`config.mk`:
```
export PLATFORM = sky130hd
export DESIGN_NAME = bip_control_flat
export DESIGN_NICKNAME = d
export VERILOG_FILES = /design/src/rtl/bip_control_if.sv /design/src/rtl/bip_control.sv /design/src/flat_wrapper.sv
export SDC_FILE = /design/constraint.sdc
export NUM_CORES = 1
export LEC_CHECK = 0
export CORE_MARGIN = 8
export CORE_UTILIZATION = 47
export CTS_BUF_LIST = sky130_fd_sc_hd__clkbuf_16
export CTS_CLUSTER_DIAMETER = 200
export DETAILED_ROUTE_END_ITERATION = 10
export PLACE_DENSITY = 0.93
export SLEW_MARGIN = 20
export SYNTH_ARGS = -nofsm -noshare
export SYNTH_HDL_FRONTEND = slang
export SYNTH_SLANG_ARGS = --single-unit
```
`constraint.sdc`:
```
create_clock -name clk -period 2.3 [get_ports clk]
set_input_delay 0.345 -clock clk [delete_from_list [all_inputs] [get_ports clk]]
set_output_delay 0.345 -clock clk [all_outputs]
set_load 0.01 [all_outputs]
```
`src/rtl/bip_control_if.sv`:
```
// Bus bundle between the BIP sequencer and its datapath (PC, ROM, RAM, accumulator).
// The master side is the sequencer; dbg_state mirrors the FSM state for checkers.
interface bip_control_if #(
  parameter int AB = 11,
  parameter int DW = 16,
  parameter int CW = 16
) ();
  logic          start;
  logic [AB-1:0] pc;
  logic [DW-1:0] instr;
  logic          prog_rd;
  logic          pc_load;
  logic [AB-1:0] pc_next;
  logic [AB-1:0] operand;
  logic          ram_rd;
  logic          ram_wr;
  logic          acc_wr;
  logic [1:0]    acc_src;
  logic          alu_b_sel;
  logic          alu_op;
  logic          busy;
  logic          halted;
  logic [CW-1:0] cycle_count;
  logic [CW-1:0] instr_count;
  logic [2:0]    dbg_state;

  modport master (
    input  start, pc, instr,
    output prog_rd, pc_load, pc_next, operand, ram_rd, ram_wr, acc_wr, acc_src,
           alu_b_sel, alu_op, busy, halted, cycle_count, instr_count, dbg_state
  );

  modport slave (
    output start, pc, instr,
    input  prog_rd, pc_load, pc_next, operand, ram_rd, ram_wr, acc_wr, acc_src,
           alu_b_sel, alu_op, busy, halted, cycle_count, instr_count, dbg_state
  );
endinterface

```
`src/rtl/bip_control.sv`:
```
// BIP instruction sequencer: fetch/decode FSM with Moore strobes decoded from
// state and the instruction register, plus saturating cycle/instruction counters.
module bip_control #(
  parameter int AB = 11,
  parameter int DW = 16,
  parameter int CW = 16
) (
  input logic          clk,
  input logic          rst_n,
  bip_control_if.master bus
);
  localparam int OW = DW - AB;
  localparam logic [OW-1:0] OP_HLT  = OW'(0);
  localparam logic [OW-1:0] OP_STO  = OW'(1);
  localparam logic [OW-1:0] OP_LD   = OW'(2);
  localparam logic [OW-1:0] OP_LDI  = OW'(3);
  localparam logic [OW-1:0] OP_ADD  = OW'(4);
  localparam logic [OW-1:0] OP_ADDI = OW'(5);
  localparam logic [OW-1:0] OP_SUB  = OW'(6);
  localparam logic [OW-1:0] OP_SUBI = OW'(7);
  localparam logic [CW-1:0] CNT_MAX = '1;
  localparam logic [CW-1:0] ONE_CW  = CW'(1);
  localparam logic [AB-1:0] ONE_AB  = AB'(1);

  typedef enum logic [2:0] {
    S_IDLE   = 3'd0,
    S_INIT   = 3'd1,
    S_FETCH  = 3'd2,
    S_DECODE = 3'd3,
    S_MEM    = 3'd4,
    S_EXEC   = 3'd5,
    S_HALT   = 3'd6
  } state_t;

  state_t        state_q, state_d;
  logic [DW-1:0] ir_q, ir_d;
  logic [CW-1:0] cyc_q, cyc_d;
  logic [CW-1:0] icnt_q, icnt_d;
  logic [OW-1:0] ir_op;
  logic [OW-1:0] in_op;
  logic          cyc_en;
  logic          icnt_en;

  assign ir_op = ir_q[DW-1:AB];
  assign in_op = bus.instr[DW-1:AB];

  always_ff @(posedge clk or negedge rst_n) begin
    if (!rst_n) begin
      state_q <= S_IDLE;
      ir_q    <= '0;
      cyc_q   <= '0;
      icnt_q  <= '0;
    end else begin
      state_q <= state_d;
      ir_q    <= ir_d;
      cyc_q   <= cyc_d;
      icnt_q  <= icnt_d;
    end
  end

  always_comb begin
    state_d       = state_q;
    ir_d          = ir_q;
    cyc_en        = 1'b0;
    icnt_en       = 1'b0;
    bus.prog_rd   = 1'b0;
    bus.pc_load   = 1'b0;
    bus.pc_next   = '0;
    bus.ram_rd    = 1'b0;
    bus.ram_wr    = 1'b0;
    bus.acc_wr    = 1'b0;
    bus.acc_src   = 2'b00;
    bus.alu_b_sel = 1'b0;
    bus.alu_op    = 1'b0;
    bus.busy      = 1'b0;
    bus.halted    = 1'b0;

    case (state_q)
      S_IDLE: begin
        if (bus.start) state_d = S_INIT;
      end
      S_INIT: begin
        bus.busy    = 1'b1;
        bus.pc_load = 1'b1;
        state_d     = S_FETCH;
      end
      S_FETCH: begin
        bus.busy    = 1'b1;
        bus.prog_rd = 1'b1;
        cyc_en      = 1'b1;
        state_d     = S_DECODE;
      end
      S_DECODE: begin
        bus.busy = 1'b1;
        cyc_en   = 1'b1;
        ir_d     = bus.instr;
        // HLT retires here since it never reaches EXEC.
        if (in_op == OP_HLT) begin
          state_d = S_HALT;
          icnt_en = 1'b1;
        end else if (in_op == OP_LD || in_op == OP_ADD || in_op == OP_SUB) begin
          state_d = S_MEM;
        end else begin
          state_d = S_EXEC;
        end
      end
      S_MEM: begin
        bus.busy   = 1'b1;
        bus.ram_rd = 1'b1;
        cyc_en     = 1'b1;
        state_d    = S_EXEC;
      end
      S_EXEC: begin
        bus.busy    = 1'b1;
        bus.pc_load = 1'b1;
        bus.pc_next = bus.pc + ONE_AB;
        cyc_en      = 1'b1;
        icnt_en     = 1'b1;
        state_d     = S_FETCH;
        case (ir_op)
          OP_STO:  bus.ram_wr = 1'b1;
          OP_LD:   bus.acc_wr = 1'b1;
          OP_LDI:  begin bus.acc_wr = 1'b1; bus.acc_src = 2'b01; end
          OP_ADD:  begin bus.acc_wr = 1'b1; bus.acc_src = 2'b10; end
          OP_ADDI: begin bus.acc_wr = 1'b1; bus.acc_src = 2'b10; bus.alu_b_sel = 1'b1; end
          OP_SUB:  begin bus.acc_wr = 1'b1; bus.acc_src = 2'b10; bus.alu_op = 1'b1; end
          OP_SUBI: begin
            bus.acc_wr    = 1'b1;
            bus.acc_src   = 2'b10;
            bus.alu_b_sel = 1'b1;
            bus.alu_op    = 1'b1;
          end
          default: ;
        endcase
      end
      S_HALT: begin
        bus.halted = 1'b1;
        if (bus.start) state_d = S_INIT;
      end
      default: state_d = S_IDLE;
    endcase

    if (state_q == S_INIT) begin
      ir_d   = '0;
      cyc_d  = '0;
      icnt_d = '0;
    end else begin
      cyc_d  = (cyc_en && cyc_q != CNT_MAX) ? cyc_q + ONE_CW : cyc_q;
      icnt_d = (icnt_en && icnt_q != CNT_MAX) ? icnt_q + ONE_CW : icnt_q;
    end
  end

  assign bus.operand     = ir_q[AB-1:0];
  assign bus.cycle_count = cyc_q;
  assign bus.instr_count = icnt_q;
  assign bus.dbg_state   = state_q;
endmodule

```
`src/flat_wrapper.sv`:
```
// flat-port wrapper written by rule: the top's interface ports become plain ports
module bip_control_flat 
#(
  parameter int AB = 11,
  parameter int DW = 16,
  parameter int CW = 16
)
  (clk, rst_n, bus_start, bus_pc, bus_instr, bus_prog_rd, bus_pc_load, bus_pc_next, bus_operand, bus_ram_rd, bus_ram_wr, bus_acc_wr, bus_acc_src, bus_alu_b_sel, bus_alu_op, bus_busy, bus_halted, bus_cycle_count, bus_instr_count, bus_dbg_state);
  bip_control_if #(.AB(AB), .DW(DW), .CW(CW)) bus_i ();
  input logic clk;
  input logic rst_n;
  input wire logic [$bits(bus_i.start)-1:0] bus_start;
  input wire logic [$bits(bus_i.pc)-1:0] bus_pc;
  input wire logic [$bits(bus_i.instr)-1:0] bus_instr;
  output wire logic [$bits(bus_i.prog_rd)-1:0] bus_prog_rd;
  output wire logic [$bits(bus_i.pc_load)-1:0] bus_pc_load;
  output wire logic [$bits(bus_i.pc_next)-1:0] bus_pc_next;
  output wire logic [$bits(bus_i.operand)-1:0] bus_operand;
  output wire logic [$bits(bus_i.ram_rd)-1:0] bus_ram_rd;
  output wire logic [$bits(bus_i.ram_wr)-1:0] bus_ram_wr;
  output wire logic [$bits(bus_i.acc_wr)-1:0] bus_acc_wr;
  output wire logic [$bits(bus_i.acc_src)-1:0] bus_acc_src;
  output wire logic [$bits(bus_i.alu_b_sel)-1:0] bus_alu_b_sel;
  output wire logic [$bits(bus_i.alu_op)-1:0] bus_alu_op;
  output wire logic [$bits(bus_i.busy)-1:0] bus_busy;
  output wire logic [$bits(bus_i.halted)-1:0] bus_halted;
  output wire logic [$bits(bus_i.cycle_count)-1:0] bus_cycle_count;
  output wire logic [$bits(bus_i.instr_count)-1:0] bus_instr_count;
  output wire logic [$bits(bus_i.dbg_state)-1:0] bus_dbg_state;
  assign bus_i.start = bus_start;
  assign bus_i.pc = bus_pc;
  assign bus_i.instr = bus_instr;
  assign bus_prog_rd = bus_i.prog_rd;
  assign bus_pc_load = bus_i.pc_load;
  assign bus_pc_next = bus_i.pc_next;
  assign bus_operand = bus_i.operand;
  assign bus_ram_rd = bus_i.ram_rd;
  assign bus_ram_wr = bus_i.ram_wr;
  assign bus_acc_wr = bus_i.acc_wr;
  assign bus_acc_src = bus_i.acc_src;
  assign bus_alu_b_sel = bus_i.alu_b_sel;
  assign bus_alu_op = bus_i.alu_op;
  assign bus_busy = bus_i.busy;
  assign bus_halted = bus_i.halted;
  assign bus_cycle_count = bus_i.cycle_count;
  assign bus_instr_count = bus_i.instr_count;
  assign bus_dbg_state = bus_i.dbg_state;
  bip_control #(.AB(AB), .DW(DW), .CW(CW)) u_core (.clk(clk), .rst_n(rst_n), .bus(bus_i));
endmodule
```
# Yosys cells after proc, flatten, opt, wreduce, memory -nomap -nowiden

Cells that the tools add are included.

Register bits: 51
Bits in latches: 0
RAM bits: 0
Memory bits (read-only): 0
Input port bits: 30
Output and inout port bits: 68
Logic and storage cells: 72
Memories kept: 0

Add/subtract/negate cells: 3
Multipliers: 0
Div/mod/pow operators: 0
Magnitude comparators: 0
Eq/ne operators: 19
Shift operators: 0
Muxes and demuxes: 29
Bitwise logic cells: 0
Reduce and logical (&&, ||, !) cells: 17

Operator list:

| cell                    | count |
|---|---|
| $mux W16                | 6 |
| $add A16 B1 Y16 const B | 2 |
| $ne A16 B16 Y1 const B  | 2 |
| $eq A5 B3 Y1 const B    | 6 |
| $mux W1                 | 16 |
| $eq A5 B2 Y1 const B    | 3 |
| $pmux W3 S5             | 1 |
| $add A11 B1 Y11 const B | 1 |
| $mux W11                | 1 |
| $eq A3 B3 Y1 const B    | 3 |
| $reduce_or A2 Y1        | 4 |
| $reduce_or A4 Y1        | 2 |
| $eq A3 B2 Y1 const B    | 2 |
| $mux W3                 | 2 |
| $reduce_bool A2 Y1      | 3 |
| $reduce_or A6 Y1        | 1 |
| $eq A5 B1 Y1 const B    | 1 |
| $logic_not A5 Y1        | 1 |
| $reduce_or A5 Y1        | 1 |
| $pmux W2 S2             | 1 |
| $eq A3 B1 Y1 const B    | 1 |
| $logic_not A3 Y1        | 1 |
| $logic_and A1 B1 Y1     | 2 |
| $logic_or A1 B1 Y1      | 2 |
| other kinds (3)         | 3 |

# Longest topological paths before layout

Depth after elaboration: 6
Mapped depth: 7
Depth with buffers taken out: 5

# Worst setup path before layout

No wires, ideal clock.

Path kind: register to register
From: reg u_core.state_q[0] (netlist: u_core.bus.dbg_state[0])
To: reg u_core.icnt_q[2] (netlist: u_core.bus.instr_count[2])
Setup time: 0.135 ns
Data arrival time: 1.889 ns
Data required time: 2.165 ns
Setup slack: 0.276 ns
Cell stages (with the launch flop): 7
Path buffers: 2
Clock period less this slack: 2.024 ns
Cells stage by stage: dfrtp_1 > or4b_4 > o41a_1 > buf_6 > buf_6 > o311ai_1 > o31ai_1

Longest elaborated chain between the ends: 4
Elaborated cells between the ends (all ways): 7
Those cells by class: 3 x eq/ne; 2 x mux; 2 x reduce/logical

RTL lines:

| element                                      | line               | RTL |
|---|---|---|
| start, declared                              | bip_control.sv:35  | `state_t state_q, state_d;` |
| start signal, assigned                       | bip_control.sv:54  | `state_q <= state_d;` |
| $eq A3 B3 Y1 or $eq A3 B2 Y1 (tied branches) | bip_control.sv:78  | `case (state_q)` |
| $pmux W1 S2                                  | bip_control.sv:78  |  |
| $logic_and A1 B1 Y1                          | bip_control.sv:149 | `icnt_d = (icnt_en && icnt_q != CNT_MAX) ? icnt_q + ONE_CW : icnt_q;` |
| $reduce_bool A2 Y1 (no line)                 | n/a                |  |
| end signal, assigned                         | bip_control.sv:57  | `icnt_q <= icnt_d;` |
| end, declared                                | bip_control.sv:38  | `logic [CW-1:0] icnt_q, icnt_d;` |

Several ways; a longest one is shown, not always the timed one.
A chain may end at the register's enable or synchronous reset.

# Worst setup path in the final report

From: in bus_pc[1]
To: out bus_pc_next[10]

Longest elaborated chain between the ends: 2

RTL lines:

| element         | line               | RTL |
|---|---|---|
| start, declared | flat_wrapper.sv:13 | `input wire logic [$bits(bus_i.pc)-1:0] bus_pc;` |
| $add A11 B1 Y11 | bip_control.sv:116 | `bus.pc_next = bus.pc + ONE_AB;` |
| $mux W11        | bip_control.sv:78  |  |
| end, declared   | flat_wrapper.sv:17 | `output wire logic [$bits(bus_i.pc_next)-1:0] bus_pc_next;` |

Every way passes these cells.

==> metrics.md <==
| Metric | Value |
|---|---|
| CP endpoint kind | `output port` |
| Complex-gate fraction of the synthesized area | `approximately 16%` |
| Register-to-register setup slack | `0.04 ns` |
| Seq/Total Area, Yosys | `41.43%` |
| Ys async rst share | `100.0%` |
| Syn_area_per_cell | `~9.4 um2` |
| CP Data Arrival Time | `1.94 ns` |
| Worst Setup Start Kind | `input pin` |
| Slew Viols, Final | `0` |
| Largest family of logic cells by synthesized area | `simple AND/OR/NAND/NOR gates` |
| Largest net degree at the start of global routing | `52` |
| Via count | `3031` |
| Hold Vio Cnt, Final | `0` |
| Post-synthesis simple-gate area fraction | `around 28%` |
| Reg-to-Reg Start | `u_core.bus.dbg_state[0]$_DFFE_PN0P_` |
| Vias per cell | `5.920` |
| Mapped Cells | `about 330` |
| Hold Path Class | `input pin to asynchronous set/reset pin` |
| DIE AREA | `9400 um2` |
| # port buffers | `between 90 and 100` |
| Syn Std Cell Area | `3080 um2` |
| Clk buf depth | `2` |
| Initial antenna violation count | `0` |
| Synthesized netlist net count | `361` |
| Xor-xnor portion of the synthesized cell area | `between 2 and 3%` |
| MaxCap Viol Count | `0` |
| Root buf cell | `clkbuf_16` |
| Post-synth EDFFs | `0` |
| Clock Latency Late Sink | `0.29 ns` |
| CP Class | `input pin to output port` |
| RR Endpoint | `u_core.bus.instr_count[15]$_DFFE_PN0P_` |
| Status | `complete, no violations` |
| Main synth FF type | `dfrtp_1` |
| Drt pass-1 iters | `4` |
| Area share of fa/ha/maj cells after synthesis | `1.219%` |
| FILL cells | `a little under 500` |
| Number of placement rows | `29` |
| First-pass GRT wire length | `about 15000 um` |
| CP max FO | `2` |
| Die Y | `96.96 um` |
| Mux contribution to synthesized area | `3.899%` |
| Rel. slew slack | `56.39%` |
| Final net count | `around 470` |
| P&R area growth vs syn | `45.21%` |
| Skew final | `0.003443 ns` |
| CTS clk-pin slew, worst paths | `0.07 ns` |
| WL/cell | `17.82 um` |
| HPWL after DPL | `roughly 6500 um` |
| Worst Tran Pin Value | `between 0.6 and 0.7 ns` |
| Gr usage total | `about a fifth` |
| Routed WL | `9122 um` |
| CTS buffer count | `5` |
| CTS sink cnt | `a little over 50` |
| Power density over the cells | `862.2 nW/um2` |
| Layout Cells excl Fill | `512` |
| Leak | `slightly below 0.002 uW` |
| Final Critical Period | `2.284 ns` |
| Yosys warning count | `0` |
| Chip Width | `96.96 um` |
| DRC violations left | `0` |
| Hold buffer count at cts | `0` |
| Register bit count reported by yosys | `51` |
| Vias in the first global route | `roughly 3100` |
| Post-DRT Antenna Nets | `0` |
| Layout cell share with drive strength beyond 1 | `14.94%` |
| Post-synth cell types | `50` |
| Fin crit share | `99.33%` |
| Peak Freq | `0.4377 GHz` |
| Top Ports | `~100` |
| Placed cell count | `498` |
| Maximum VDD drop | `0.0007831 V` |
| Endpoints failing setup | `0` |
| GPL Wtd Cong | `0.8374` |
| R2R depth | `6` |
| 1st-iter DRT viols | `between 150 and 200` |
| Setup tns final | `0 ns` |
| N_diodes | `0` |
| CTS H-tree lvls | `2` |
| Overflow after GRT | `0` |
| Starting Density | `48.51%` |
| RSZ-0062 raised after global routing | `true` |
| Area of the core | `6350 um2` |
| Crit path required time | `1.96 ns` |
| CTS tree | `done` |
==> kinds of logic (layout without fill, tap and decap cells) <==
family | after synthesis | count (layout)
flip-flops | 51 | 51
multiplexers | 12 | 12
XOR/XNOR | 10 | 10
AND/OR/NAND/NOR | 147 | 147
buffers and inverters | 37 | 144
adder cells (fa/ha/maj) | 3 | 3
AO/OA/AOI/OAI | 68 | 68
==> timing repair <==
item                                   4_1_cts  5_1_grt
setup endpoints to repair                    9       23
endpoints found under the hold margin        0        0
buffers inserted                             0        6
resized for setup                           12       29
pin swaps                                    1        7
==> Yosys cell counts, types with 6 or more instances <==
master	number	share of area, %
a22o_1	16	4.5
nor2_1	19	2.3
and3_1	8	1.6
nand3_1	10	1.6
buf_4	11	2.7
a21oi_1	17	2.8
nand2b_1	11	2.2
and4_1	10	2.8
inv_1	7	0.85
or4_1	7	1.7
clkbuf_1	12	1.5
nand4_1	14	2.8
xor2_1	6	1.7
nor3_1	10	1.6
dfrtp_1	51	41
mux2i_1	12	3.9
nand2_1	29	3.5
o21ai_0	7	1.1
o31ai_1	9	2.2
==> where the power goes <==
group | switching, uW | internal, uW | total, uW
combinational | 930 | 889 | 1820
sequential | 187 | 1090 | 1280
clock | 351 | 408 | 759
==> stage by stage <==
step                power [uW]  instance area (um2)  util [%]  hold slack [ns]  setup WS [ns]
floorplan                 2287                 3080         -          0.04941         0.2762
global placement          2967                 4190     65.99           0.3534        -0.4793
detailed placement        3037                 4190     65.99           0.3569        -0.5094
CTS                       3798                 4345     68.43          0.04559        -0.1753
global route              4092                 4473     70.44          0.05794       -0.09076
finish                    3857                 4473     70.44          0.03206        0.01552
==> cells in the final DEF (no fill, tap or decap), types with 2 or more instances in the layout <==
cell,count
clkdlybuf4s50_1,79
dfrtp_1,50
nand2_1,29
buf_4,29
nor2_1,19
a21oi_1,17
a22o_1,16
nand4_1,14
mux2i_1,12
nand2b_1,11
nand3_1,10
and4_1,10
dlymetal6s2s_1,10
o31ai_1,9
and3_1,8
o21ai_0,7
inv_1,7
or4_1,7
nor3_1,7
nor3_2,6
xor2_1,6
clkbuf_16,5
xnor2_1,4
or3_1,4
and2_1,4
dlygate4sd2_1,4
nor4_2,3
o311ai_0,3
nor4_1,3
a21o_1,2
o41ai_1,2
a31oi_1,2
a221oi_1,2
ha_1,2
clkinv_4,2
buf_2,2
clkbuf_2,2
buf_12,2
==> worst max path at each step <==
stage | start | to | slack (ns) | cells past startpoint
2_1_floorplan | u_core.bus.dbg_state[0]$_DFFE_PN0P_ | u_core.bus.instr_count[2]$_DFFE_PN0P_ | 0.28 | 6
3_3_place_gp | bus_pc[0] | bus_pc_next[10] | -0.48 | 7
3_5_place_dp | bus_pc[0] | bus_pc_next[10] | -0.51 | 7
4_1_cts | bus_pc[0] | bus_pc_next[10] | -0.18 | 7
5_1_grt | bus_pc[1] | bus_pc_next[10] | -0.09 | 7
6_report | bus_pc[1] | bus_pc_next[10] | 0.02 | 7
==> flip-flops by register name (all words and copies together) (netlist names) <==
signal and flops:
u_core.bus.cycle_count 16, u_core.bus.dbg_state 3, u_core.bus.instr_count 16, u_core.ir_q 16
==> area by class of cell <==
| class | count | area [um2] | area share [%] |
|---|---|---|---|
| clock inverter | 3 | 25.02 | 0.5594 |
| clock buffer | 5 | 125.1 | 2.797 |
| inverter | 7 | 26.28 | 0.5874 |
| multi-input combinational | 240 | 1683 | 37.62 |
| timing repair buffer | 129 | 1240 | 27.72 |
| sequential | 51 | 1277 | 28.56 |
| tap | 77 | 96.34 | 2.154 |
==> layer usage <==
layer	vias to the layer above	track usage [%]	share of wire, %
met5	-	0	0
met3	23	4.765	5.6
met4	0	7.456	2.5
met2	105	33.18	50
met1	1465	20.69	41
li1	1438	-	-
==> worst max-delay path: stages <==
cell and delay [ns]:
clkdlybuf4s50_1 0.49, ha_2 0.18, and4_1 0.19, or3b_4 0.38, xor2_1 0.15, nor2_1 0.07
buf_2 0.13
No activity file was read; power rests on OpenSTA's default activity.
